[src/rtl/arb_req_conditioner.sv]
// -----------------------------------------------------------------------------
// arb_req_conditioner
//
// Request conditioning stage in front of the 4-way fixed-priority arbiter
// (priority 1 > 3 > 2 > 0, grants registered one cycle after sampled requests).
// Single-cycle client pulses are accumulated into per-requester pending
// counts. Each requester runs an IDLE/REQ/WAIT cadence so that the arbiter
// sees a request for exactly one cycle per round. This guarantees that one
// grant consumes exactly one pending request.
//
// Optional feature (compile-time macro ARB_STARVE_MON_EN):
//   When defined, a per-requester loss counter flags starvation after
//   STARVE_LIMIT consecutive lost rounds. When undefined, no counters are
//   built and starve is tied to 4'b0000.
//
// Ports
//   arb_clk            in   clock, rising edge
//   arb_rst_n          in   asynchronous active-low reset
//   cli_req[3:0]       in   one-cycle request pulse per client
//   arb_gnt0..3        in   registered grants from the arbiter
//   arb_req0..3        out  level requests to the arbiter (registered)
//   cli_ack[3:0]       out  one-cycle acknowledge per granted request
//   pend_full[3:0]     out  pending count at its maximum
//   drop_err[3:0]      out  sticky: a client pulse was dropped
//   starve[3:0]        out  requester is starving (0 without the macro)
// -----------------------------------------------------------------------------
module arb_req_conditioner #(
    parameter int CNT_W        = 3,
    parameter int STARVE_LIMIT = 8
) (
    input  logic       arb_clk,
    input  logic       arb_rst_n,
    input  logic [3:0] cli_req,
    input  logic       arb_gnt0,
    input  logic       arb_gnt1,
    input  logic       arb_gnt2,
    input  logic       arb_gnt3,
    output logic       arb_req0,
    output logic       arb_req1,
    output logic       arb_req2,
    output logic       arb_req3,
    output logic [3:0] cli_ack,
    output logic [3:0] pend_full,
    output logic [3:0] drop_err,
    output logic [3:0] starve
);

    localparam logic [CNT_W-1:0] CNT_MAX = {CNT_W{1'b1}};
    localparam logic [CNT_W-1:0] CNT_ONE = CNT_W'(1);

    typedef enum logic [1:0] {
        ST_IDLE = 2'd0,
        ST_REQ  = 2'd1,
        ST_WAIT = 2'd2
    } state_e;

    logic [3:0] gnt_vec;
    logic [3:0] req_vec;

    assign gnt_vec  = {arb_gnt3, arb_gnt2, arb_gnt1, arb_gnt0};
    assign arb_req0 = req_vec[0];
    assign arb_req1 = req_vec[1];
    assign arb_req2 = req_vec[2];
    assign arb_req3 = req_vec[3];

    for (genvar i = 0; i < 4; i++) begin : g_req
        state_e           st_q;
        logic [CNT_W-1:0] cnt_q;
        logic [CNT_W-1:0] cnt_d;
        logic             req_q;
        logic             ack_q;
        logic             drop_q;
        logic             consume;
        logic             accept;

        // A grant only counts while waiting for the answer to our own
        // request; grants in IDLE or REQ are spurious and ignored.
        assign consume = (st_q == ST_WAIT) && gnt_vec[i];

        // At full count a pulse still fits if a grant frees a slot this cycle.
        assign accept  = cli_req[i] && ((cnt_q != CNT_MAX) || consume);

        always_comb begin
            cnt_d = cnt_q;
            if (accept && !consume) begin
                cnt_d = cnt_q + CNT_ONE;
            end else if (consume && !accept) begin
                cnt_d = cnt_q - CNT_ONE;
            end
        end

        // Per-requester FSM. req_q mirrors (next state == REQ) so the level
        // request leaves straight from a flop, and REQ is always followed by
        // WAIT, so the request can never be high two cycles in a row.
        always_ff @(posedge arb_clk or negedge arb_rst_n) begin
            if (!arb_rst_n) begin
                st_q   <= ST_IDLE;
                cnt_q  <= '0;
                req_q  <= 1'b0;
                ack_q  <= 1'b0;
                drop_q <= 1'b0;
            end else begin
                cnt_q <= cnt_d;
                ack_q <= consume;
                if (cli_req[i] && !accept) begin
                    drop_q <= 1'b1;
                end
                case (st_q)
                    ST_IDLE: begin
                        if (cnt_d != '0) begin
                            st_q  <= ST_REQ;
                            req_q <= 1'b1;
                        end
                    end
                    ST_REQ: begin
                        st_q  <= ST_WAIT;
                        req_q <= 1'b0;
                    end
                    ST_WAIT: begin
                        if (consume && (cnt_d == '0)) begin
                            st_q  <= ST_IDLE;
                            req_q <= 1'b0;
                        end else begin
                            // Either more work remains or the round was lost.
                            st_q  <= ST_REQ;
                            req_q <= 1'b1;
                        end
                    end
                    default: begin
                        st_q  <= ST_IDLE;
                        req_q <= 1'b0;
                    end
                endcase
            end
        end

        assign req_vec[i]   = req_q;
        assign cli_ack[i]   = ack_q;
        assign drop_err[i]  = drop_q;
        assign pend_full[i] = (cnt_q == CNT_MAX);

`ifdef ARB_STARVE_MON_EN
        localparam int              LOSS_W   = $clog2(STARVE_LIMIT + 1);
        localparam logic [LOSS_W-1:0] LOSS_MAX = LOSS_W'(STARVE_LIMIT);
        localparam logic [LOSS_W-1:0] LOSS_ONE = LOSS_W'(1);

        logic [LOSS_W-1:0] loss_q;
        logic [LOSS_W-1:0] loss_d;
        logic              starve_q;

        // Count consecutive lost rounds; any consumed grant or return to
        // IDLE ends the losing streak.
        always_comb begin
            loss_d = loss_q;
            if ((st_q == ST_IDLE) || consume) begin
                loss_d = '0;
            end else if ((st_q == ST_WAIT) && (loss_q != LOSS_MAX)) begin
                loss_d = loss_q + LOSS_ONE;
            end
        end

        always_ff @(posedge arb_clk or negedge arb_rst_n) begin
            if (!arb_rst_n) begin
                loss_q   <= '0;
                starve_q <= 1'b0;
            end else begin
                loss_q   <= loss_d;
                starve_q <= (loss_d == LOSS_MAX);
            end
        end

        assign starve[i] = starve_q;
`else
        assign starve[i] = 1'b0;
`endif
    end

endmodule
[config.mk]
export PLATFORM = sky130hd
export DESIGN_NAME = arb_req_conditioner
export DESIGN_NICKNAME = d
export VERILOG_FILES = /design/src/rtl/arb_req_conditioner.sv
export SDC_FILE = /design/constraint.sdc
export NUM_CORES = 1
export LEC_CHECK = 0
export ABC_AREA = 0
export BUFFER_PORTS_ARGS = -buffer_cell sky130_fd_sc_hd__buf_2
export CORE_MARGIN = 4
export CORE_UTILIZATION = 57
export DETAILED_ROUTE_END_ITERATION = 10
export GPL_ROUTABILITY_DRIVEN = 0
export PLACE_DENSITY = 0.8
export SYNTH_ARGS = -nofsm -noshare
export SYNTH_HDL_FRONTEND = slang
export SYNTH_SLANG_ARGS = --single-unit
[constraint.sdc]
create_clock -name arb_clk -period 2.16 [get_ports arb_clk]
set_input_delay 0.108 -clock arb_clk [delete_from_list [all_inputs] [get_ports arb_clk]]
set_output_delay 0.108 -clock arb_clk [all_outputs]
set_load 0.02 [all_outputs]
### Yosys cells after proc, flatten, opt, wreduce, memory -nomap -nowiden

Index checks and enable logic that the tools add are counted.

* input port bits: 10
* bits in registers: 32
* word-level logic and storage cells: 128
* output and inout bits: 20

* muxes and demuxes: 32
* reductions and logical operators: 48
* $add $sub $neg: 8
* equal/unequal tests: 20

Operators by type and width (number)
* $logic_and A1 B1 Y1: 24
* $mux W3: 8
* $pmux W2 S3: 4
* $add A3 B1 Y3 const B: 4
* $eq A3 B3 Y1 const B: 4
* $logic_not A3 Y1: 4
* $mux W1: 12
* $ne A3 B3 Y1 const B: 4
* $reduce_bool A3 Y1: 4
* $sub A3 B1 Y3 const B: 4
* $eq A2 B1 Y1 const B: 4
* $eq A2 B2 Y1 const B: 4
* $logic_not A1 Y1: 8
* $logic_not A2 Y1: 4
* $mux W2: 4
* $ne A2 B2 Y1 const B: 4
* $pmux W1 S2: 4
* $logic_or A1 B1 Y1: 4

### Depth between registers and ports, before layout

* depth in word-level cells: 12
* mapped depth: 7
* mapped depth without buffers: 7

### Worst setup path after synthesis

OpenSTA, ideal clock, no wires.

* kind: register -> register
* from: register g_req[1].cnt_q[0]
* to: register g_req[1].req_q, in the netlist arb_req1
* setup time: 126 ps
* stages on the path, launching flop included: 8
* data arrival time: 1741 ps
* setup slack: 294 ps
* period minus slack after synthesis: 1866 ps
* path buffers: 0
* data required time: 2034 ps
* cells stage by stage: dfrtp_1 > ha_1 > ha_1 > and2b_4 > xnor2_2 > a211oi_2 > o221a_1 > a21oi_1

* word-level cells in the longest chain between the ends: 11
* elaborated cells between the ends (all ways): 16
* those cells by class: add/sub: 2; eq/ne: 2; mux: 4; reduce/logical: 8

RTL lines
* start, declared: line 68 `logic [CNT_W-1:0] cnt_q;`
* start signal, assigned: line 103 `cnt_q <= cnt_d;`
* $ne A3 B3 Y1: line 81 `assign accept = cli_req[i] && ((cnt_q != CNT_MAX) || consume);`
* $logic_or A1 B1 Y1: line 81
* $logic_and A1 B1 Y1: line 81
* $logic_not A1 Y1: line 87 `end else if (consume && !accept) begin`
* $logic_and A1 B1 Y1: line 87
* $mux W3: line 87
* $mux W3 *: line 85 `if (accept && !consume) begin`
* $logic_not A3 Y1: line 120 `if (consume && (cnt_d == '0)) begin`
* $logic_and A1 B1 Y1: line 120
* $mux W1: line 120
* $pmux W1 S2: line 108 `case (st_q)`
* end signal, assigned: line 112 `req_q <= 1'b1;`
* end signal, assigned: line 122 `req_q <= 1'b0;`
* end signal, assigned: line 126 `req_q <= 1'b1;`
* end, declared: line 70 `logic req_q;`

Mark *: on every way between the ends. The rest lies on a longest branch, timed or not.
A chain may end at the register's enable or synchronous reset.

### Worst setup path in the final report

Same ends and word-level chain as after synthesis.

==> impl_metrics.toml <==
[pwr]
max-vdd-ir-drop_mv = 0.860
p_sw_share_pct = 42.9
p_sw_mw = 1.54
p_comb_share_pct = 50.8
p_int_mw = 2.05
seqPwrFrac_pct = 32.9
cellLeakagePower_nw = 1.04
p_clk_share_pct = 16.3
power.density_nw_per_um2 = 1590

[logic_synthesis]
synth_area_leaders = "dfrtp_1 38%, ha_1 7.2%, nor2_1 4.5%"
syn_avg_cell_area_sq_um = 9.50
synthesis.area_sq_um = 2080
synth_fa_ha_area_share_pct = 7.22
synth_ff_type = "dfrtp_1"
synth_xor_area_share_pct = 6.61
yosysTopAreaCellShare_pct = 38.5
synth_cells = 219
synth_compound_area_share_pct = 19.8
yosys_warnings = 0
yosysSeqAreaShare_pct = 38.5
ys_types = 45
ys_ff_latch = 32
synth_area_leader_cell = "dfrtp_1"
synth_top_family_by_area = "compound AO/OA/AOI/OAI gates"
async_reset_ff_share_pct = 100
synth_mux_area_share_pct = 2.04
yosys.area_share.simple_pct = 16.3
synth-edff-count = 0

[finish]
final_cell_mix = "32 x dfrtp_1, 25 x nor2_1, 25 x buf_2"
n_antenna_cell = 0
fill_cells = 276
area_growth_pct = 8.36
final_common_cell = "dfrtp_1"
multiInputGateArea_sq_um = 1100
regArea_sq_um = 801
nets = 258
stdcell_area_sq_um = 2250
drive_gt1_share_pct = 21.1

[floorplanning]
pin_count = 30
die_y_um = 68.4
initial_utilization_pct = 60.5
core_area_sq_um = 3440
fp.dieArea_sq_um = 4680
die_width_um = 68.4
rows = 21

[global_route]
grt_pass1_vias = 1383
grt_start_max_net_pins = 33
grt_pass1_wl_um = 6220
gr-total-overflow = 0
antenna_found_initial = 0
gr-usage-all-layers_pct = 17.9

[clock_network]
cts_buffers = 5
cts_resized = 0
cts_tree = "built"
htree_levels = 2
clock_sinks = 32
clk_latency_ns = 0.29
cts-root-buf = "clkbuf_8"
cts.reportedPaths.clkPinSlew_ns = 0.07
clk_path_buf_depth = 2

[timing]
rsz0062_at_grt = "no"
worst_slew_pin_slew_ns = 0.706
report.final.slew_viol_count = 0
min_period_over_period_pct = 88.5
layout_min_cycle_time_ns = 1.91
hold_viol_final = 0
max_clock_freq_ghz = 0.523
holdWs_ns = 0.118
fin_worst_skew_ns = 0.00506
fin_setup_tns_ns = 0
setup_violations = 0
slew-limit-headroom_pct = 53.0

[placement]
dp_hpwl_um = 2550
placed_cell_area_sq_um = 2130
portBuffers = 25

[critical_path]
crit_type = "flip-flop to flip-flop"
cp_max_fo = 6
rr_startpoint = "g_req[1].cnt_q[0]$_DFF_PN0_"
reg2reg_slack_ns = 0.25
reg2reg_to = "arb_req1$_DFFE_PN0P_"
worst-endpoint-required_ns = 2.33
critPathMaxStageDelay_ns = 0.42
crit_chain = "ha_1 > ha_1 > and2b_4 > xnor2_2 > a211oi_2 > o221a_1 > a21oi_1"
endpoint_kind = "flip-flop"
cp.arrival_ns = 2.08
critPathLaunchType = "flip-flop"
ff2ff_path_depth = 7
crit_top_cell = "ha_1"
cpMaxStageDelayCell = "dfrtp_1"

[route]
vias_per_cell = 5.44
wirelength_um = 3670
drt_iter0_markers = 133
drc = 0
firstDrtPassIters = 4
dr_total_vias = 1540
ant_nets = 0
wl_per_cell_um = 13.0

[min_path]
hold_class = "input port to flip-flop"
holdPathStages = 2
hp-start = "cli_req[3]"
whs_endpoint = "g_req[3].cnt_q[2]$_DFF_PN0_"

[run_status]
status = "finished, final reports clean"

[flow_run]
drv_cap = 0
==> per-stage QoR <==
stage	total power [mW]	cells	setup WS (ns)	utilization, %
after floorplan	2.68	222	0.294	-
after CTS	3.61	283	0.242	65.5
after global placement	2.96	274	0.355	62.0
after detailed placement	3.00	274	0.270	62.0
final	3.59	283	0.249	65.5
after global routing	3.91	283	0.142	65.5
==> worst max-delay path by stage <==
| stage | to | from | depth (start not counted) |
|---|---|---|---|
| CTS | arb_req1$_DFFE_PN0P_ | g_req[1].cnt_q[0]$_DFF_PN0_ | 7 |
| detailed placement | arb_req1$_DFFE_PN0P_ | g_req[1].cnt_q[0]$_DFF_PN0_ | 7 |
| floorplan | arb_req1$_DFFE_PN0P_ | g_req[1].cnt_q[0]$_DFF_PN0_ | 7 |
| global route | arb_req1$_DFFE_PN0P_ | g_req[1].cnt_q[0]$_DFF_PN0_ | 7 |
| finish | arb_req1$_DFFE_PN0P_ | g_req[1].cnt_q[0]$_DFF_PN0_ | 7 |
| global placement | arb_req1$_DFFE_PN0P_ | g_req[1].cnt_q[0]$_DFF_PN0_ | 7 |
==> synth_stat cells (all sizes together) (3+ instances only) <==
library cell  count
dfrtp            32
nor2             25
a21oi            17
buf              17
inv              14
o21ai            14
ha               12
xnor2            12
nand2            11
a211oi            9
nor2b             7
a31o              4
nand2b            4
nand3b            4
o311ai            4
nand3             3
o211ai            3
==> registers in the layout (all words and copies together) (netlist names) <==
| name | flops |
|---|---|
| arb_req3 | 1 |
| g_req.st_q | 8 |
| g_req.ack_q | 4 |
| arb_req2 | 1 |
| g_req.drop_q | 4 |
| g_req.cnt_q | 12 |
| arb_req0 | 1 |
| arb_req1 | 1 |
==> kinds of logic after synthesis <==
group | count (synthesis)
AO/OA/AOI/OAI | 61
XOR/XNOR | 14
adder cells (fa/ha/maj) | 12
buffers and inverters | 33
flip-flops | 32
multiplexers | 4
other | 1
AND/OR/NAND/NOR | 62
==> per-layer routing <==
layer  part of all wire (%)  vias up  track usage [%]
met5                      0        -                0
met4                    1.6        0             8.19
met3                    4.2        7             5.09
met2                     46       19             26.8
met1                     49      721             23.7
li1                       -      793                -
==> power groups by stage <==
stage / logic (mW) / registers [mW] / clock network, mW
final: 1.83 / 1.18 / 0.584
after global routing: 2.05 / 1.23 / 0.629
after CTS: 1.83 / 1.18 / 0.598
after detailed placement: 1.81 / 1.19 / 0
after global placement: 1.78 / 1.18 / 0
after floorplan: 1.52 / 1.16 / 0
==> critical path: cells and delay by family, from the launching register on <==
family                     cells  cell delay (ns)
AOI/OAI and AO/OA              3             0.52
adders and majority gates      2             0.47
DFF                            1             0.42
and+or+nand+nor                1             0.30
xor gates and xnor gates       1             0.07
==> layout make-up <==
type	count	area share, %
Inverter	14	2.33
Clock inverter	3	1.89
Timing Repair Buffer	26	5.99
Multi-Input combinational cell	157	48.7
Clock buffer	5	3.05
Tap cell	46	2.55
Sequential cell	32	35.5
==> repair_timing <==
item | CTS | global route
setup buffers | 0 | 0
hold buffers | 1 | 0
endpoints found under the hold margin | 32 | 0
Note: power is estimated with default switching activity, not from simulation.
